File: src/rtl/dmem_responder.sv
// Word-organised data memory for the MEM stage with a request/response handshake,
// programmable wait states, pipeline stall and a saturating error counter.
module dmem_responder #(
    parameter int unsigned ADDR_BITS   = 6,
    parameter int unsigned WAIT_CYCLES = 2
) (
    input  logic        clk,
    input  logic        reset,
    input  logic        req_valid,
    input  logic        req_we,
    input  logic [31:0] req_addr,
    input  logic [31:0] req_wdata,
    output logic        req_ready,
    output logic        rsp_valid,
    output logic [31:0] rsp_rdata,
    output logic        rsp_err,
    output logic        mem_stall,
    output logic [7:0]  err_count
);

    localparam int unsigned DATA_W    = 32;
    localparam int unsigned CNT_W     = 4;
    localparam int unsigned ERRC_W    = 8;
    localparam int unsigned DEPTH     = 2 ** ADDR_BITS;
    localparam int unsigned WAIT_INIT = (WAIT_CYCLES == 0) ? 0 : WAIT_CYCLES - 1;

    typedef enum logic [1:0] {
        IDLE,
        WAIT,
        RESP
    } state_t;

    state_t                 state;
    state_t                 stateNext;
    logic [CNT_W-1:0]       waitCnt;
    logic                   latWe;
    logic                   latErr;
    logic [ADDR_BITS-1:0]   latIdx;
    logic [DATA_W-1:0]      latWdata;
    logic [DATA_W-1:0]      mem [DEPTH];

    logic                   accept;
    logic                   enterResp;
    logic                   reqErr;
    logic [ADDR_BITS-1:0]   reqIdx;
    logic                   accWe;
    logic                   accErr;
    logic [ADDR_BITS-1:0]   accIdx;
    logic [DATA_W-1:0]      accWdata;

    assign reqIdx = req_addr[ADDR_BITS+1:2];
    assign reqErr = (req_addr[1:0] != 2'b00) || ((req_addr >> (ADDR_BITS + 2)) != '0);

    // Next state, handshake and stall; the access operands come straight from the
    // request when RESP is entered directly from IDLE (zero wait states).
    always_comb begin
        stateNext = state;
        req_ready = (state == IDLE) && !reset;
        mem_stall = ((state == IDLE) && req_valid) || (state == WAIT);
        accept    = req_valid && req_ready;
        accWe     = latWe;
        accErr    = latErr;
        accIdx    = latIdx;
        accWdata  = latWdata;
        if (state == IDLE) begin
            accWe    = req_we;
            accErr   = reqErr;
            accIdx   = reqIdx;
            accWdata = req_wdata;
        end
        case (state)
            IDLE: begin
                if (accept) begin
                    if (WAIT_CYCLES == 0) stateNext = RESP;
                    else                  stateNext = WAIT;
                end
            end
            WAIT:    if (waitCnt == '0) stateNext = RESP;
            RESP:    stateNext = IDLE;
            default: stateNext = IDLE;
        endcase
        enterResp = (stateNext == RESP);
    end

    always_ff @(posedge clk) begin
        if (reset) begin
            state     <= IDLE;
            waitCnt   <= '0;
            rsp_valid <= 1'b0;
            rsp_rdata <= '0;
            rsp_err   <= 1'b0;
            err_count <= '0;
        end else begin
            state     <= stateNext;
            rsp_valid <= enterResp;
            if (accept) begin
                latWe    <= req_we;
                latErr   <= reqErr;
                latIdx   <= reqIdx;
                latWdata <= req_wdata;
                waitCnt  <= CNT_W'(WAIT_INIT);
            end else if ((state == WAIT) && (waitCnt != '0)) begin
                waitCnt <= waitCnt - CNT_W'(1);
            end
            if (enterResp) begin
                rsp_err   <= accErr;
                rsp_rdata <= (accWe || accErr) ? '0 : mem[accIdx];
            end
            if ((state == RESP) && latErr && (err_count != '1)) begin
                err_count <= err_count + ERRC_W'(1);
            end
        end
    end

    // Storage is never cleared; a store lands only on a clean entry into RESP.
    always_ff @(posedge clk) begin
        if (!reset && enterResp && accWe && !accErr) begin
            mem[accIdx] <= accWdata;
        end
    end

endmodule
File: config.mk
export PLATFORM = sky130hd
export DESIGN_NAME = dmem_responder
export DESIGN_NICKNAME = d
export VERILOG_FILES = /design/src/rtl/dmem_responder.sv
export SDC_FILE = /design/constraint.sdc
export NUM_CORES = 2
export LEC_CHECK = 0
export CORE_AREA = 2 2 369 736
export CTS_CLUSTER_SIZE = 14
export DETAILED_ROUTE_END_ITERATION = 8
export DIE_AREA = 0 0 371 738
export DONT_BUFFER_PORTS = 1
export GPL_ROUTABILITY_DRIVEN = 0
export PLACE_DENSITY = 0.4
export SYNTH_ARGS = -nofsm -noshare
export SYNTH_HDL_FRONTEND = slang
export SYNTH_SLANG_ARGS = --single-unit
File: constraint.sdc
create_clock -name clk -period 10.2 [get_ports clk]
set_clock_uncertainty 0.1 [all_clocks]
set_input_delay 2.04 -clock clk [delete_from_list [all_inputs] [get_ports clk]]
set_output_delay 2.04 -clock clk [all_outputs]
set_load 0.01 [all_outputs]
==> impl_metrics.py <==
metrics = {
    "synthesis": {
        "synth-seq-area-share": 0.796,
        "synth_top_area_frac": 0.784,
        "synth_cell_types": 76,
        "syn_area_per_cell_sq_um": 15.5,
        "synth_commonest_cells": "2088 x edfxtp_1, 794 x nand2_1, 496 x o22ai_1",
        "ys_seq_elements": 2136,
        "synthCells": 5151,
        "yosysMostFrequentCell": "edfxtp_1",
        "synth-edff-count": 2088,
        "yosysWarnings": 0,
        "synth_area_sq_um": 79900,
        "synth-main-ff-cell": "edfxtp_1",
        "ys_async_sr_fraction": 0,
        "synth_area_leaders": "edfxtp_1 78%, o22ai_1 3.9%, nand2_1 3.7%",
        "synth.largest_area_cell": "edfxtp_1",
        "syn_nets": 5221,
    },
    "route": {
        "drcViolationCount": 0,
        "drt_iter0_markers": 5654,
        "totalWireLength_um": 346000,
        "via_count": 49900,
        "wl_per_cell_um": 38.9,
        "postRouteAntennaNets": 0,
        "firstDrtPassIters": 5,
        "vias_per_cell": 5.61,
    },
    "cts": {
        "clk_path_buf_depth": 4,
        "cts_root_buf": "clkbuf_16",
        "clk_pin_slew_worst_paths_ns": 0.07,
        "cts_inserted_buffers": 205,
        "cts_num_sinks": 2136,
        "tritoncts": "done",
        "cts_setup_buffers": 0,
        "ctsHoldBuffers": 0,
        "htree_levels": 4,
        "clock_latency_ns": 0.90,
        "cts_resized": 0,
    },
    "status": {
        "violations": "max-capacitance violations, max-slew violations",
        "status": "finished, violations left",
    },
    "global_route": {
        "antenna_found_initial": 15,
        "grt_max_degree": 116,
        "grt_pass1_wl_um": 459000,
        "grt_pass1_vias": 49500,
        "grt_usage": 0.249,
        "gr-total-overflow": 0,
    },
    "final_layout": {
        "area_growth_pct": 14.5,
        "stdcell_count": 8897,
        "drive_gt1_frac": 0.112,
        "multi_input_area_sq_um": 15600,
        "ff_latch_area_sq_um": 63700,
        "fillerInstances": 25700,
        "nets": 5285,
    },
    "run": {
        "cap_violations": 1,
    },
    "setup_path": {
        "endpoint_kind": "flip-flop",
        "cp.arrival_ns": 6.28,
        "required_ns": 10.91,
        "crit_fanout": 46,
        "critPathKind": "reg -> reg",
        "cp-start-kind": "flip-flop",
    },
    "pwr": {
        "p_clk_frac": 0.390,
        "switching_share": 0.260,
        "netSwitchingPower_mw": 5.07,
        "p_comb_frac": 0.101,
        "powerDensity_nw_per_um2": 213,
        "internal-power_mw": 14.4,
        "power.total_mw": 19.5,
        "pwr-share-seq": 0.509,
        "p_leak_nw": 28.4,
        "power.ir.vdd_worst_v": 0.000145,
    },
    "placed_design": {
        "place_ws_ns": 3.95,
        "dpl.cell_count": 8531,
        "port_buffers": 0,
        "hpwl_um": 199000,
    },
    "sta": {
        "fin_crit_ns": 5.56,
        "relSlewSlack": -0.0244,
        "worstMarginPinSlew_ns": 1.52,
        "setup_slack_ns": 4.64,
        "setup_viol": 0,
        "maxSlewViolCount": 2,
        "max_freq_ghz": 0.180,
        "period_share": 0.545,
        "rsz0062_at_grt": "no",
        "finalHoldViolations": 0,
        "hold_ws_ns": 0.423,
        "finalSetupTns_ns": 0,
    },
    "floorplanning": {
        "io_pins": 112,
        "rows": 269,
        "die_h_um": 738,
        "die_area_sq_um": 274000,
        "design.core.area_sq_um": 268000,
        "dieWidth_um": 371,
        "start_util": 0.298,
    },
    "min_path": {
        "worstHoldPathType": "reg -> reg",
    },
}
-- worst paths after layout --
check                                              from  cells after the start  slack [ns]                         to
worst min-delay path            waitCnt[1]$_SDFFE_PP0P_                      2        0.42    waitCnt[1]$_SDFFE_PP0P_
worst max register to register      state[1]$_SDFF_PP0_                      7        4.64  rsp_rdata[5]$_SDFFE_PP0N_
worst min register to register  waitCnt[1]$_SDFFE_PP0P_                      2        0.42    waitCnt[1]$_SDFFE_PP0P_
worst max-delay path                state[1]$_SDFF_PP0_                      7        4.64  rsp_rdata[5]$_SDFFE_PP0N_
-- worst max-delay path: stages (launching register included) --
cell and delay [ns]:
dfxtp_1 0.92, or2_4 0.80, mux2i_4 0.68, or2_4 0.82, buf_4 0.64, o22ai_1 0.21, nor4_1 1.03, a22o_1 0.25
-- area by class of cell --
type | instances | share of cell area
Antenna cell | 3 | 0.0000820
Clock buffer | 266 | 0.0609
Clock inverter | 97 | 0.00858
Inverter | 9 | 0.000369
Multi-Input combinational cell | 2693 | 0.171
Sequential cell | 2136 | 0.695
Tap cell | 3523 | 0.0481
Timing Repair Buffer | 170 | 0.0159
-- layer usage --
metal	routed length, um	GRT usage	up-vias
met5	42	0	-
li1	-	-	20400
met1	128000	0.293	26800
met3	20900	0.0348	604
met4	19100	0.119	6
met2	178000	0.445	2124
-- sequential cells by signal, summed over array words and instances (netlist names) --
name and cells:
latWe 1, mem 2048, latIdx 6, rsp_rdata 32
rsp_err 1, err_count 8, waitCnt 4, state 2
rsp_valid 1, latWdata 32, latErr 1
-- placed cells by master, fill, tap and decap left out, types with 6 or more instances in the layout --
cell,Yosys,routed
edfxtp_1,2088,2088
nand2_1,794,757
o22ai_1,496,496
nand3_1,218,218
nor2_1,283,216
clkbuf_16,0,208
buf_4,18,156
a21oi_1,154,154
mux2i_1,122,121
a31oi_1,112,112
nor3_1,78,78
nor2_4,1,66
nor4_1,66,63
a32oi_1,59,59
o21ai_0,48,48
dfxtp_1,48,48
clkbuf_1,87,43
clkinv_2,0,42
a32o_1,40,40
o221ai_1,38,38
clkinv_1,0,33
nand2_4,0,28
clkbuf_8,0,15
o21ai_1,15,14
buf_12,0,14
o211ai_1,13,13
bufinv_16,0,12
a211oi_1,11,11
a22oi_1,13,10
inv_1,9,9
nand2_2,1,9
nand4_1,9,9
o31ai_1,9,9
a222oi_1,8,8
a22oi_2,4,7
a22o_1,6,6
a311oi_1,6,6
xor2_1,6,6
-- power by group through the flow --
| stage | clock network, mW | registers, mW | logic, mW |
|---|---|---|---|
| 2_1_floorplan | 0 | 10.1 | 0.975 |
| 3_3_place_gp | 0 | 10.1 | 1.97 |
| 3_5_place_dp | 0 | 10.1 | 1.98 |
| 4_1_cts | 7.72 | 9.92 | 1.98 |
| 5_1_grt | 7.99 | 9.91 | 2.05 |
| 6_report | 7.61 | 9.92 | 1.97 |
-- cell families after synthesis --
logic type | Yosys count | share of synthesized area
AOI/OAI and AO/OA | 1064 | 0.0877
xor gates and xnor gates | 8 | 0.000877
adders and majority gates | 2 | 0.000313
buffers and inverters | 322 | 0.0191
DFF | 2136 | 0.796
muxes | 127 | 0.0165
and+or+nand+nor | 1492 | 0.0791
-- metrics by stage --
stage / cell area, sq um / utilization
floorplan: 79900 / -
global placement: 85200 / 0.318
detailed placement: 85200 / 0.318
CTS: 91600 / 0.341
global route: 91600 / 0.341
finish: 91600 / 0.341
Power figures use the tool's default switching activity.
